===== config.mk =====
export PLATFORM = sky130hd
export DESIGN_NAME = synch_debounce_detect
export DESIGN_NICKNAME = d
export VERILOG_FILES = /design/src/rtl/synch_pkg.sv /design/src/rtl/synch_chain.sv /design/src/rtl/synch_debounce_detect.sv
export SDC_FILE = /design/constraint.sdc
export NUM_CORES = 1
export LEC_CHECK = 0
export CAP_MARGIN = 20
export CORE_MARGIN = 4
export CORE_UTILIZATION = 41
export DETAILED_ROUTE_END_ITERATION = 6
export PLACE_DENSITY_LB_ADDON = 0.25
export SYNTH_ARGS = -nofsm -noshare
export SYNTH_HDL_FRONTEND = slang
export SYNTH_SLANG_ARGS = --single-unit

===== constraint.sdc =====
create_clock -name clk -period 1.1 [get_ports clk]
set_clock_uncertainty 0.1 [all_clocks]
set_input_delay 0.22 -clock clk [delete_from_list [all_inputs] [get_ports clk]]
set_output_delay 0.22 -clock clk [all_outputs]
set_load 0.01 [all_outputs]

===== src/rtl/synch_pkg.sv =====
// synch_pkg: shared limits and debounce-counter sizing for synch_debounce_detect
package synch_pkg;
  localparam int SYNC_STAGES_MIN = 2;
  localparam int SYNC_STAGES_MAX = 4;
  function automatic int cnt_width(input int cycles);
    return (cycles < 2) ? 1 : $clog2(cycles);
  endfunction
endpackage


===== src/rtl/synch_chain.sv =====
// synch_chain: WIDTH-wide multi-flop synchronizer with synchronous reset
module synch_chain
  import synch_pkg::*;
#(
  parameter int WIDTH  = 4,
  parameter int STAGES = 2
) (
  input  logic             clk,
  input  logic             rst,
  input  logic [WIDTH-1:0] d_i,
  output logic [WIDTH-1:0] q_o
);
  // Depth is held inside the supported range so the shift slice stays legal.
  localparam int N = (STAGES < SYNC_STAGES_MIN) ? SYNC_STAGES_MIN :
                     (STAGES > SYNC_STAGES_MAX) ? SYNC_STAGES_MAX : STAGES;
  logic [N-1:0][WIDTH-1:0] sync_q;
  always_ff @(posedge clk)
    sync_q <= rst ? '0 : {sync_q[N-2:0], d_i};
  assign q_o = sync_q[N-1];
endmodule


===== src/rtl/synch_debounce_detect.sv =====
// synch_debounce_detect: per-channel synchronizer, debounce filter, edge pulses and sticky rise flag.
// Define SYNCH_DEBOUNCE_EN to enable the debounce counters; otherwise level follows synced directly.
module synch_debounce_detect
  import synch_pkg::*;
#(
  parameter int WIDTH           = 4,
  parameter int SYNC_STAGES     = 2,
  parameter int DEBOUNCE_CYCLES = 4
) (
  input  logic             clk,
  input  logic             rst,
  input  logic [WIDTH-1:0] asynch_sig_in,
  input  logic [WIDTH-1:0] clr,
  output logic [WIDTH-1:0] level,
  output logic [WIDTH-1:0] rise_edge,
  output logic [WIDTH-1:0] fall_edge,
  output logic [WIDTH-1:0] pend
);
  logic [WIDTH-1:0] synced, level_d, level_q, rise_q, fall_q, pend_q;
  synch_chain #(.WIDTH(WIDTH), .STAGES(SYNC_STAGES)) u_chain (
    .clk (clk),
    .rst (rst),
    .d_i (asynch_sig_in),
    .q_o (synced)
  );
`ifdef SYNCH_DEBOUNCE_EN
  localparam int CW = cnt_width(DEBOUNCE_CYCLES);
  localparam logic [CW-1:0] CNT_MAX = CW'(DEBOUNCE_CYCLES - 1);
  for (genvar i = 0; i < WIDTH; i++) begin : g_deb
    logic [CW-1:0] cnt_q, cnt_d;
    logic          differ, done;
    assign differ     = synced[i] ^ level_q[i];
    assign done       = differ && (cnt_q == CNT_MAX);
    // Any return to the current level restarts the stability count.
    assign cnt_d      = (!differ || done) ? '0 : cnt_q + 1'b1;
    assign level_d[i] = done ? synced[i] : level_q[i];
    always_ff @(posedge clk)
      cnt_q <= rst ? '0 : cnt_d;
  end
`else
  assign level_d = synced;
`endif
  always_ff @(posedge clk)
    if (rst) begin
      level_q <= '0;
      rise_q  <= '0;
      fall_q  <= '0;
      pend_q  <= '0;
    end else begin
      level_q <= level_d;
      rise_q  <= level_d & ~level_q;
      fall_q  <= ~level_d & level_q;
      // A visible rise pulse beats a clear presented in the same cycle.
      pend_q  <= rise_q | (pend_q & ~clr);
    end
  assign level     = level_q;
  assign rise_edge = rise_q;
  assign fall_edge = fall_q;
  assign pend      = pend_q;
endmodule


==> impl_metrics.yaml, run 1 <==
critical_path:
  cp_data_arrival_time_ns: 0.77
  crit_path_end_kind: "output pin"
  cp_top_family: "flip-flops"
  critPathRequiredTime_ns: 0.78
  critPathLaunchType: "flop"
  cpPeakStageDelay_ns: 0.35
  worstSetupPathType: "flop to output pin"
  crit_slowest_cell: "dfxtp_2"
  crit_path_cell_trace: "buf_6"
  cp.buffers_inverters: 1
  critical_path.max_fanout: 2
timing:
  setup_ws_ns: 0.0117
  post-route-period-util_pct: 98.9
  rsz0062_at_grt: "yes"
  relSlewSlack_pct: 91.9
  fmax_mhz: 919
  whs_ns: 0.323
  setup_tns_ns: 0
  tightestPinTransition_ns: 0.121
  hold_violations: 0
  fin_crit_ns: 1.09
  drv_slew: 0
  setup_violations: 0
clocking:
  root_buffer: "clkbuf_4"
  htree_levels: 1
  cts_hold_buf: 0
  clkSinkCount: 24
  cts_inserted_buffers: 3
  clockBufferDepth: 2
  clk_latency_ns: 0.31
  tritoncts: "done"
  path_clk_slew_ns: 0.12
detailed_routing:
  drt-initial-drc-count: 1
  met3_length_um: 99
  vias_per_cell: 4.03
  finalWirelength_mm: 1.06
  wl_per_cell_um: 9.01
  route.detailed.drc: 0
  drt-met1-wl_um: 431
  drt-pass1-iter-count: 3
  final_antenna_net_count: 0
  routed.top_layer: "met4"
  num_vias: 475
  dr_wl_met2_um: 511
synth:
  synth.area.top_cells: "dfxtp_1 66%, nor2b_1 8.6%, nor3b_2 6.9%"
  syn-cell-area_um2: 724
  synth_seq_cells: 24
  synth_nets: 68
  synth-edff-count: 0
  synth-seq-area-share_pct: 66.3
  synth_cells: 58
  synth.avg_cell_area_um2: 12.5
  synthDominantCellAreaShare_pct: 66.3
  synth_top_cell_by_area: "dfxtp_1"
  yosys_warnings: 0
  synth_common_cells: "24 x dfxtp_1, 10 x nor2b_1"
  ys_types: 9
  yosysMostFrequentCell: "dfxtp_1"
  synthFlopType: "dfxtp_1"
  synth-async-reset-ratio_pct: 0
final_layout:
  fin_util_pct: 70.3
  final_nets: 105
  finalNonFillerCells: 118
  drive_above_1_share_pct: 52.1
  n_antenna_cell: 0
  syn_to_final_growth_pct: 54.6
power_and_ir_drop:
  peakVddDrop_uv: 1280
  leakage_nw: 0.483
  power_density_nw_per_um2: 1470
placement:
  numPortBuffers: 25
  pre_cts_slack_ns: -0.194
  dp_cells: 113
  place_hpwl_um: 818
  routabilityCongestion: 0.623
global_routing:
  grt_overflow_total: 0
  grt_pass1_vias: 436
  grt_pass1_wl_mm: 1.79
  grt_max_degree: 15
  antenna_found_initial: 0
  grtUsageTotal_pct: 9.67
floorplan:
  die_height_um: 50.0
  die_w_um: 50.0
  pin_count: 26
  core-area_um2: 1590
  rows: 14
  die_area_um2: 2500
  start_util_pct: 45.4
hold_path:
  hold_class: "flop to flop"
run:
  maxCapViolations: 0
outcome:
  outcome: "completed"
path summary, 6_finish.rpt:
check | startpoint | to | slack, ns | cells past startpoint
worst min register to register | u_chain.q_o[1] | fall_edge[1] | 0.32 | 1
worst max-delay path | pend[3] | pend[3] | 0.01 | 1
worst max register to register | level[3] | fall_edge[3] | 0.18 | 3
worst min-delay path | u_chain.q_o[1] | fall_edge[1] | 0.32 | 1
cells in the final DEF (no fill, tap or decap):
cell,n
dfxtp_1,11
inv_1,4
buf_6,13
nor3b_2,4
and2b_1,3
a21oi_1,4
bufinv_16,1
clkbuf_4,3
buf_4,9
nor2b_1,10
clkdlybuf4s50_1,9
nand2b_1,4
dfxtp_2,13
nor2b_2,3
buf_2,3
timing repair:
item                                   4_1_cts  5_1_grt
pin swaps                                    0        0
setup endpoints to repair                   16       16
buffers inserted                             0        1
gates resized for setup                     88        2
endpoints found under the hold margin        0        0
cells by family (layout without fill, tap and decap cells):
logic type	count (synthesis)	in the layout	synth area share, %
and+or+nand+nor	24	24	25.7
buffers and inverters	6	42	5.18
AOI/OAI and AO/OA	4	4	2.76
DFF	24	24	66.3
per-layer routing:
layer	vias up	global-route usage (%)
li1	248	-
met1	209	9.24
met2	16	16.3
met3	2	4.22
met4	0	6.91
met5	-	0
metrics by stage:
step	area, um^2	power [mW]
after floorplan	724	0.973
after global placement	1040	1.04
after detailed placement	1040	1.05
after CTS	1100	1.67
after global routing	1120	1.72
final	1120	1.64
worst register-to-register path: cells and delay by family, from the launching register on:
family	cells	cell delay, ns
and+or+nand+nor	1	0.14
buffers and inverters	2	0.24
DFF	1	0.35
flip-flops by register name (all words and copies together), names as in the netlist:
register,flops
rise_edge,4
fall_edge,4
u_chain.q_o,4
pend,4
u_chain.sync_q,4
level,4
power by group:
| group | internal, mW | total, mW | switching [mW] |
|---|---|---|---|
| clock network | 0.368 | 0.613 | 0.245 |
| logic | 0.0835 | 0.120 | 0.0365 |
| registers | 0.898 | 0.911 | 0.0124 |
cell type report:
| class | count | area, um^2 |
|---|---|---|
| timing repair buffer | 34 | 319 |
| clock buffer | 3 | 22.5 |
| sequential | 24 | 497 |
| tap | 24 | 30.0 |
| multi-input combinational | 28 | 206 |
| clock inverter | 1 | 30.0 |
| fill | 125 | 474 |
| inverter | 4 | 15.0 |
Note: power is estimated with default switching activity, not from simulation.
==> run 2, diff against run 1 <==
--- a/config.mk
+++ b/config.mk
@@ -5,11 +5,13 @@
 export SDC_FILE = /design/constraint.sdc
 export NUM_CORES = 1
 export LEC_CHECK = 0
+export ABC_CLOCK_PERIOD_IN_PS = 1100
 export CAP_MARGIN = 20
 export CORE_MARGIN = 4
 export CORE_UTILIZATION = 41
 export DETAILED_ROUTE_END_ITERATION = 6
-export PLACE_DENSITY_LB_ADDON = 0.25
+export PLACE_DENSITY_LB_ADDON = 0.12
+export REMOVE_ABC_BUFFERS = 1
 export SYNTH_ARGS = -nofsm -noshare
 export SYNTH_HDL_FRONTEND = slang
 export SYNTH_SLANG_ARGS = --single-unit
==> run 2 against run 1 <==
  * Non-clock buffer count unchanged
  * Clock power decreased by 42%
  * Die area unchanged
  * Global-route usage unchanged
  * Cell count decreased by 0.85%
  * Clock-buffer cell count unchanged
  * Sequential power about the same
  * Power decreased by 15%
  * Sequential share of layout area increased by 0.90 points
  * Setup slack improved by 0.0092 ns
  * Critical endpoint is now rise_edge[2]
==> impl_metrics.yaml, run 2 (synthesis gave the netlist of run 1 again) <==
global_routing:
  grt_util_met1_pct: 9.43
  grt_max_degree: 17
  grt_overflow_total: 0
  antenna_found_initial: 0
  grt.met3_usage_pct: 4.82
  grt_pass1_vias: 435
  met2_usage_pct: 15.0
  grt_pass1_wl_mm: 1.79
  top_usage_layer: "met2"
  grtUsageTotal_pct: 9.67
power_and_ir_drop:
  power_density_nw_per_um2: 1270
  power_frac_seq_pct: 65.5
  leakage_nw: 0.474
  p_sw_uw: 278
  switching_share_pct: 20.0
  peakVddDrop_uv: 1010
  pwr-share-clk_pct: 25.6
  p_int_mw: 1.11
  finalPower_mw: 1.39
  comb_power_share_pct: 8.8
outcome:
  outcome: "completed"
detailed_routing:
  wl_per_cell_um: 9.33
  vias_per_cell: 4.09
  route.detailed.drc: 0
  num_vias: 479
  drt-initial-drc-count: 1
  final_antenna_net_count: 0
  drt-pass1-iter-count: 2
  finalWirelength_mm: 1.09
critical_path:
  worstSetupPathType: "flop to output pin"
  crit_path_cell_trace: "buf_6"
  critPathRequiredTime_ns: 0.78
  cp_data_arrival_time_ns: 0.76
  crit_path_end_kind: "output pin"
  critPathLaunchType: "flop"
  cpPeakStageDelay_ns: 0.35
  critical_path.max_fanout: 2
  cp.buffers_inverters: 1
  cp_top_family: "flip-flops"
  crit_slowest_cell: "dfxtp_2"
floorplan:
  rows: 14
  pin_count: 26
  die_w_um: 50.0
  die_height_um: 50.0
  start_util_pct: 45.4
  die_area_um2: 2500
  core-area_um2: 1590
timing:
  tightestPinTransition_ns: 0.116
  hold_violations: 0
  setup_tns_ns: 0
  setup_ws_ns: 0.0209
  rsz0062_at_grt: "yes"
  relSlewSlack_pct: 92.2
  post-route-period-util_pct: 98.1
  whs_ns: 0.329
  fin_crit_ns: 1.08
  drv_slew: 0
  setup_violations: 0
  fmax_mhz: 927
hold_path:
  hold_class: "flop to flop"
placement:
  pre_cts_slack_ns: -0.194
  dp_cells: 110
  numPortBuffers: 25
  routabilityCongestion: 0.640
clocking:
  tritoncts: "done"
  cts_hold_buf: 0
  htree_levels: 1
  clk_latency_ns: 0.30
  clockBufferDepth: 2
  path_clk_slew_ns: 0.12
  clkSinkCount: 24
  cts_inserted_buffers: 3
  root_buffer: "clkbuf_4"
final_layout:
  final_nets: 105
  fillers: 131
  layout_common_cells: "12 x dfxtp_1, 12 x dfxtp_2, 12 x buf_6"
  finalNonFillerCells: 117
  drive_above_1_share_pct: 50.5
  n_antenna_cell: 0
  syn_to_final_growth_pct: 51.1
  regArea_um2: 495
  multiInputGateArea_um2: 206
run:
  maxCapViolations: 0
[run 2: changes by cell type in the layout (fill, tap and decap cells not counted), sizes merged]
cell | before | now
bufinv | 1 | 0
[run 2: power by group through the flow]
stage / Combinational (mW) / Sequential (mW) / Clock [mW]
after floorplan: 0.0243 / 0.932 / 0
after global placement: 0.117 / 0.926 / 0
after detailed placement: 0.119 / 0.927 / 0
after CTS: 0.116 / 0.910 / 0.376
after global routing: 0.132 / 0.914 / 0.409
final: 0.123 / 0.910 / 0.356
[run 2: area by class of cell]
cell class | count | area share, %
sequential | 24 | 45.3
timing repair buffer | 34 | 29.7
multi-input combinational | 28 | 18.9
tap | 24 | 2.74
clock buffer | 3 | 2.06
inverter | 4 | 1.37
[run 2: path summary, 6_finish.rpt]
kind | start | endpoint | slack, ns | cells past startpoint
setup / recovery | rise_edge[2] | rise_edge[2] | 0.02 | 1
hold / removal | u_chain.q_o[2] | fall_edge[2] | 0.33 | 1
setup reg to reg | pend[1] | pend[1] | 0.21 | 4
hold reg to reg | u_chain.q_o[2] | fall_edge[2] | 0.33 | 1
[run 2: metal layers]
layer | vias up | part of all wire (%)
li1 | 248 | -
met1 | 209 | 42
met2 | 18 | 46
met3 | 4 | 9.1
met4 | 0 | 2.7
met5 | - | 0
[run 2: metrics by stage]
| step | utilization, % | cell area, um^2 |
|---|---|---|
| 2_1_floorplan | - | 702 |
| 3_3_place_gp | 64.8 | 1030 |
| 3_5_place_dp | 64.8 | 1030 |
| 4_1_cts | 65.4 | 1040 |
| 5_1_grt | 68.7 | 1090 |
| 6_report | 68.7 | 1090 |
[run 2: timing repair]
action,in CTS,in global routing
endpoints found under the hold margin,0,0
pin swaps,0,0
setup buffers,2,2
cloned,0,0
resized for setup,82,6
endpoints found under the setup margin,16,15
